==> src/rtl/jk_drv_pkg.sv <==
// jk_drv_pkg: shared types and constants for the JK bank driver.
`default_nettype none

package jk_drv_pkg;

    typedef enum logic [1:0] {
        ST_INIT   = 2'd0,
        ST_APPLY  = 2'd1,
        ST_SETTLE = 2'd2,
        ST_IDLE   = 2'd3
    } state_t;

    localparam logic ENC_SR  = 1'b0;
    localparam logic ENC_TOG = 1'b1;

    // Counter only has to hold SETTLE_CYC-1; keep at least one bit.
    function automatic int settle_cnt_w(input int settle_cyc);
        return (settle_cyc < 2) ? 1 : $clog2(settle_cyc);
    endfunction

endpackage

`default_nettype wire

==> src/rtl/jk_excite.sv <==
// jk_excite: combinational J/K excitation from target, shadow state and encoding select.
`default_nettype none

module jk_excite
    import jk_drv_pkg::*;
#(
    parameter int W = 4
) (
    input  logic [W-1:0] tgt,
    input  logic [W-1:0] shadow,
    input  logic         use_toggle,
    output logic [W-1:0] j_nxt,
    output logic [W-1:0] k_nxt
);

    logic [W-1:0] diff;

    assign diff = tgt ^ shadow;

    always_comb begin
        if (use_toggle == ENC_TOG) begin
            j_nxt = diff;
            k_nxt = diff;
        end else begin
            j_nxt = tgt & diff;
            k_nxt = ~tgt & diff;
        end
    end

endmodule

`default_nettype wire

==> src/rtl/jk_bank_driver.sv <==
// jk_bank_driver: turns handshaked target words into one-cycle J/K pulses for a JK bank
// and checks the bank's Q feedback against a shadow copy after a settle delay.
`default_nettype none

module jk_bank_driver
    import jk_drv_pkg::*;
#(
    parameter int W          = 4,
    parameter int SETTLE_CYC = 2
) (
    input  logic         clk,
    input  logic         rst_n,
    input  logic         tgt_valid,
    output logic         tgt_ready,
    input  logic [W-1:0] tgt_data,
    input  logic         use_toggle,
    output logic [W-1:0] j,
    output logic [W-1:0] k,
    input  logic [W-1:0] q_fb,
    output logic         busy,
    output logic         err,
    input  logic         err_clr
);

    localparam int              CNT_W    = settle_cnt_w(SETTLE_CYC);
    localparam logic [CNT_W-1:0] CNT_LAST = CNT_W'(SETTLE_CYC - 1);

    state_t           state;
    state_t           state_nxt;
    logic [W-1:0]     shadow;
    logic [W-1:0]     tgt_lat;
    logic [W-1:0]     j_exc;
    logic [W-1:0]     k_exc;
    logic [W-1:0]     j_nxt;
    logic [W-1:0]     k_nxt;
    logic [CNT_W-1:0] cnt;
    logic             init_pulsed;
    logic             check;

    jk_excite #(.W(W)) u_excite (
        .tgt        (tgt_data),
        .shadow     (shadow),
        .use_toggle (use_toggle),
        .j_nxt      (j_exc),
        .k_nxt      (k_exc)
    );

    assign tgt_ready = (state == ST_IDLE);
    assign busy      = (state != ST_IDLE);
    assign check     = (state == ST_SETTLE) && (cnt == '0);

    always_ff @(posedge clk or negedge rst_n) begin
        if (!rst_n) begin
            state <= ST_INIT;
        end else begin
            state <= state_nxt;
        end
    end

    // INIT spends two cycles: one launching the clear pulse, one while the bank captures it.
    always_comb begin
        state_nxt = state;
        j_nxt     = '0;
        k_nxt     = '0;
        case (state)
            ST_INIT: begin
                if (!init_pulsed) begin
                    k_nxt = '1;
                end else begin
                    state_nxt = ST_SETTLE;
                end
            end
            ST_IDLE: begin
                if (tgt_valid) begin
                    state_nxt = ST_APPLY;
                    j_nxt     = j_exc;
                    k_nxt     = k_exc;
                end
            end
            ST_APPLY:  state_nxt = ST_SETTLE;
            ST_SETTLE: begin
                if (cnt == '0) begin
                    state_nxt = ST_IDLE;
                end
            end
            default:   state_nxt = ST_INIT;
        endcase
    end

    always_ff @(posedge clk or negedge rst_n) begin
        if (!rst_n) begin
            j           <= '0;
            k           <= '0;
            shadow      <= '0;
            tgt_lat     <= '0;
            cnt         <= '0;
            init_pulsed <= 1'b0;
            err         <= 1'b0;
        end else begin
            j <= j_nxt;
            k <= k_nxt;
            if (state == ST_INIT) begin
                init_pulsed <= 1'b1;
            end
            if ((state == ST_IDLE) && tgt_valid) begin
                tgt_lat <= tgt_data;
            end
            if (state == ST_APPLY) begin
                shadow <= tgt_lat;
            end
            if ((state_nxt == ST_SETTLE) && (state != ST_SETTLE)) begin
                cnt <= CNT_LAST;
            end else if ((state == ST_SETTLE) && (cnt != '0)) begin
                cnt <= cnt - 1'b1;
            end
            // A fresh mismatch wins over a simultaneous clear request.
            if (check && (q_fb != shadow)) begin
                err <= 1'b1;
            end else if (err_clr) begin
                err <= 1'b0;
            end
        end
    end

endmodule

`default_nettype wire

==> config.mk <==
export PLATFORM = sky130hd
export DESIGN_NAME = jk_bank_driver
export DESIGN_NICKNAME = d
export VERILOG_FILES = /design/src/rtl/jk_drv_pkg.sv /design/src/rtl/jk_excite.sv /design/src/rtl/jk_bank_driver.sv
export SDC_FILE = /design/constraint.sdc
export NUM_CORES = 1
export LEC_CHECK = 0
export ABC_AREA = 1
export ABC_CLOCK_PERIOD_IN_PS = 2300
export CORE_MARGIN = 1
export CORE_UTILIZATION = 50
export DETAILED_ROUTE_END_ITERATION = 8
export PLACE_DENSITY = 0.81
export SKIP_CTS_REPAIR_TIMING = 1
export SYNTH_ARGS = -nofsm -noshare
export SYNTH_HDL_FRONTEND = slang
export SYNTH_SLANG_ARGS = --single-unit
==> constraint.sdc <==
create_clock -name clk -period 2.3 [get_ports clk]
set_clock_uncertainty 0.2 [all_clocks]
set_input_delay 0.46 -clock clk [delete_from_list [all_inputs] [get_ports clk]]
set_output_delay 0.46 -clock clk [all_outputs]
set_load 0.02 [all_outputs]
==> impl_metrics.py, run 1 <==
metrics = {
    "floorplan": {
        "die-area_um2": 2350,
        "pin_count": 24,
        "die_w_um": 48.5,
        "num_rows": 16,
        "core-area_um2": 2000,
        "initial_utilization": 0.540,
        "dieHeight_um": 48.5,
    },
    "logic_synthesis": {
        "post_synth_and_or_nand_nor_area_fraction": 0.149,
        "number_of_library_cell_types_mapped_by_synthesis": 19,
        "syn-num-nets": 143,
        "post_synth.cell_area_avg_um2": 9.24,
        "synth_compound_area_frac": 0.111,
        "synth-xor-area-share": 0.0324,
        "ys_seq_elements": 21,
        "muxShareOfSynthArea": 0,
        "yosys.area_share.adder": 0.150,
        "ys.warnings.count": 0,
        "yosysSeqAreaShare": 0.486,
        "dominant_combinational_cell_family_by_area_after_synthesis": "adder cells",
        "syn-instance-count": 117,
        "syn_area_um2": 1080,
    },
    "route": {
        "first_pass_iters": 4,
        "drt_iter0_drc": 14,
        "detailroute.via_count": 851,
        "route.final.wire_length_mm": 2.14,
        "detail_route.wl_per_cell_um": 12.5,
        "vias_per_cell": 4.98,
        "final_antenna_net_count": 0,
        "drc": 0,
    },
    "clock_tree": {
        "cts_tree": "built",
        "clkSlewWorstSetupHoldPaths_ps": 110,
        "cts_root_buf": "clkbuf_4",
        "numCtsBuffers": 3,
        "clock_path_buffers": 2,
        "cts-htree-levels": 1,
        "numClockSinks": 21,
        "clk_latency_ps": 310,
    },
    "timing": {
        "drv_slew": 0,
        "postLayoutSetupSlackWorst_ps": 270,
        "final_period_minus_worst_setup_slack_ps": 2030,
        "worst_slew_margin_relative_to_its_limit": 0.765,
        "timing_worst_slew_pin_value_ps": 352,
        "achievable-frequency_mhz": 493,
        "hold_viol": 0,
        "rsz0062_at_grt": "false",
        "finalSetupViolations": 0,
        "hold_ws_ps": 274,
        "final_cycle_utilization_of_the_critical_path": 0.883,
        "timing.setup.tns_ps": 0,
    },
    "final_layout": {
        "insertedDiodeCount": 0,
        "drive_gt1_frac": 0.0625,
        "most_frequent_cells_in_the_layout": "nand2_1 (26), dfrtp_1 (21), clkdlybuf4s50_1 (21)",
        "post-route-cell-area_um2": 1380,
        "final_cells": 171,
        "layout_commonest_cell": "nand2_1",
        "nNetsFinal": 171,
        "layout.area.seq_um2": 526,
        "areaGrowthSynthToFinish_pct": 27.3,
        "multi_input_area_um2": 479,
        "fillCellCount": 159,
        "final_core_util": 0.688,
    },
    "place": {
        "place.detailed.instances": 167,
        "detailedPlacementHpwl_mm": 1.66,
        "finalWeightedCongestion": 0.807,
        "portBuffers": 23,
        "post_dp_cell_area_um2": 1350,
        "post-place-ws_ps": 233,
    },
    "power": {
        "power.share.sequential": 0.396,
        "combinationalPowerShare": 0.477,
        "design_power_total_mw": 1.42,
        "power_report.internal_total_mw": 0.832,
        "power.share.switching": 0.413,
        "power-per-cell-area_nw_per_um2": 1030,
        "switching_power_mw": 0.586,
        "clockPowerShare": 0.127,
        "vdd_ir_drop_max_v": 0.000543,
        "p_leak_nw": 0.686,
    },
    "critical_path": {
        "timing.critical_path.to_type": "output pin",
        "worstPathArrival_ps": 1370,
        "crit_chain": "ha_1 -> inv_2 -> dlymetal6s2s_1",
        "critical-path-top-delay-family": "flip-flops",
        "crit_slowest_cell": "dfrtp_1",
        "cp_data_required_time_ps": 1640,
        "max_stage_delay_ps": 430,
        "timing.critical_path.fanout_max": 6,
        "setup.worst_path.start_class": "register",
        "worst-path-buf-inv": 2,
        "timing.setup.critical_path_class": "register to output pin",
    },
    "global_routing": {
        "first_pass_grt_wire_length_mm": 3.62,
        "first_global_vias": 840,
        "initial_antenna_violation_count": 0,
        "track_usage": 0.207,
        "maximum_number_of_pins_on_one_net_before_global_route_repair": 22,
        "gr-total-overflow": 0,
    },
    "hold_path": {
        "hold_class": "input pin to async pin",
    },
    "run": {
        "cap_violations": 0,
    },
    "outcome": {
        "outcome": "finished, final reports clean",
    },
}
==> Yosys cell counts, drive strengths merged <==
cell type   n  area, um2
o21ai      14       70.1
ha         13        163
nor2        2       7.51
a21oi       4       20.0
nand3       1       5.00
o211ai      4       30.0
inv        17       63.8
dfrtp      21        526
nand2      28        110
buf         1       7.51
xnor2       4       35.0
or2         2       12.5
nor3        4       20.0
clkinv      1       5.00
nand4       1       6.26
==> cell families (layout without fill, tap and decap cells) <==
group                      after synthesis  in the layout
AOI/OAI and AO/OA                       22             22
xor gates and xnor gates                 4              4
adders and majority gates               13             13
buffers and inverters                   19             46
DFF                                     21             21
and+or+nand+nor                         38             38
==> worst register-to-register path, delay by kind of cell, from the launching register on <==
kind | cells | cell delay [ps]
buffers and inverters | 1 | 100
adders and majority gates | 1 | 370
and+or+nand+nor | 4 | 470
DFF | 1 | 420
AOI/OAI and AO/OA | 1 | 60
==> worst paths after layout <==
kind | start | endpoint | slack (ps) | depth (start not counted)
min in group clk | tgt_lat[0] | shadow[0] | 300 | 2
setup reg to reg | state[0] | cnt | 590 | 7
hold reg to reg | tgt_lat[0] | shadow[0] | 300 | 2
max in group asynchronous | rst_n | shadow[2] | 1420 | 2
setup / recovery | state[0] | busy | 270 | 3
hold / removal | rst_n | err | 270 | 2
==> area by class of cell <==
class | instances | share of cell area
flip-flops and latches | 21 | 0.382
inverters | 18 | 0.0500
clock buffers | 4 | 0.0191
multi-input cells | 77 | 0.348
well taps | 27 | 0.0245
repair buffers | 24 | 0.176
==> power by group through the flow <==
stage          logic (mW)  clock network (mW)  registers, mW
3_5_place_dp        0.674                   0          0.570
6_report            0.676               0.180          0.562
4_1_cts             0.676               0.188          0.563
2_1_floorplan       0.406                   0          0.594
3_3_place_gp        0.643                   0          0.561
5_1_grt             0.761               0.197          0.578
==> state kept, by name (all words and copies together) (netlist names) <==
signal       cells
j                4
k                4
shadow           4
tgt_lat          4
state            2
cnt              1
err              1
init_pulsed      1
==> per-layer routing <==
metal	wire [um]	global-route usage	vias up	part of all wire
met5	0	0	-	0
met4	62	0.142	0	0.029
met3	68	0.0377	5	0.032
met2	1070	0.354	21	0.50
met1	939	0.233	397	0.44
li1	-	-	428	-
Power figures use the tool's default switching activity.
==> run 2: changes to the inputs <==
--- a/config.mk
+++ b/config.mk
@@ -12,6 +12,7 @@
 export DETAILED_ROUTE_END_ITERATION = 8
 export PLACE_DENSITY = 0.81
 export SKIP_CTS_REPAIR_TIMING = 1
+export SKIP_LAST_GASP = 1
 export SYNTH_ARGS = -nofsm -noshare
 export SYNTH_HDL_FRONTEND = slang
 export SYNTH_SLANG_ARGS = --single-unit
==> results of run 2 <==
No change in the layout: final DEF, timing and power equal those of run 1.
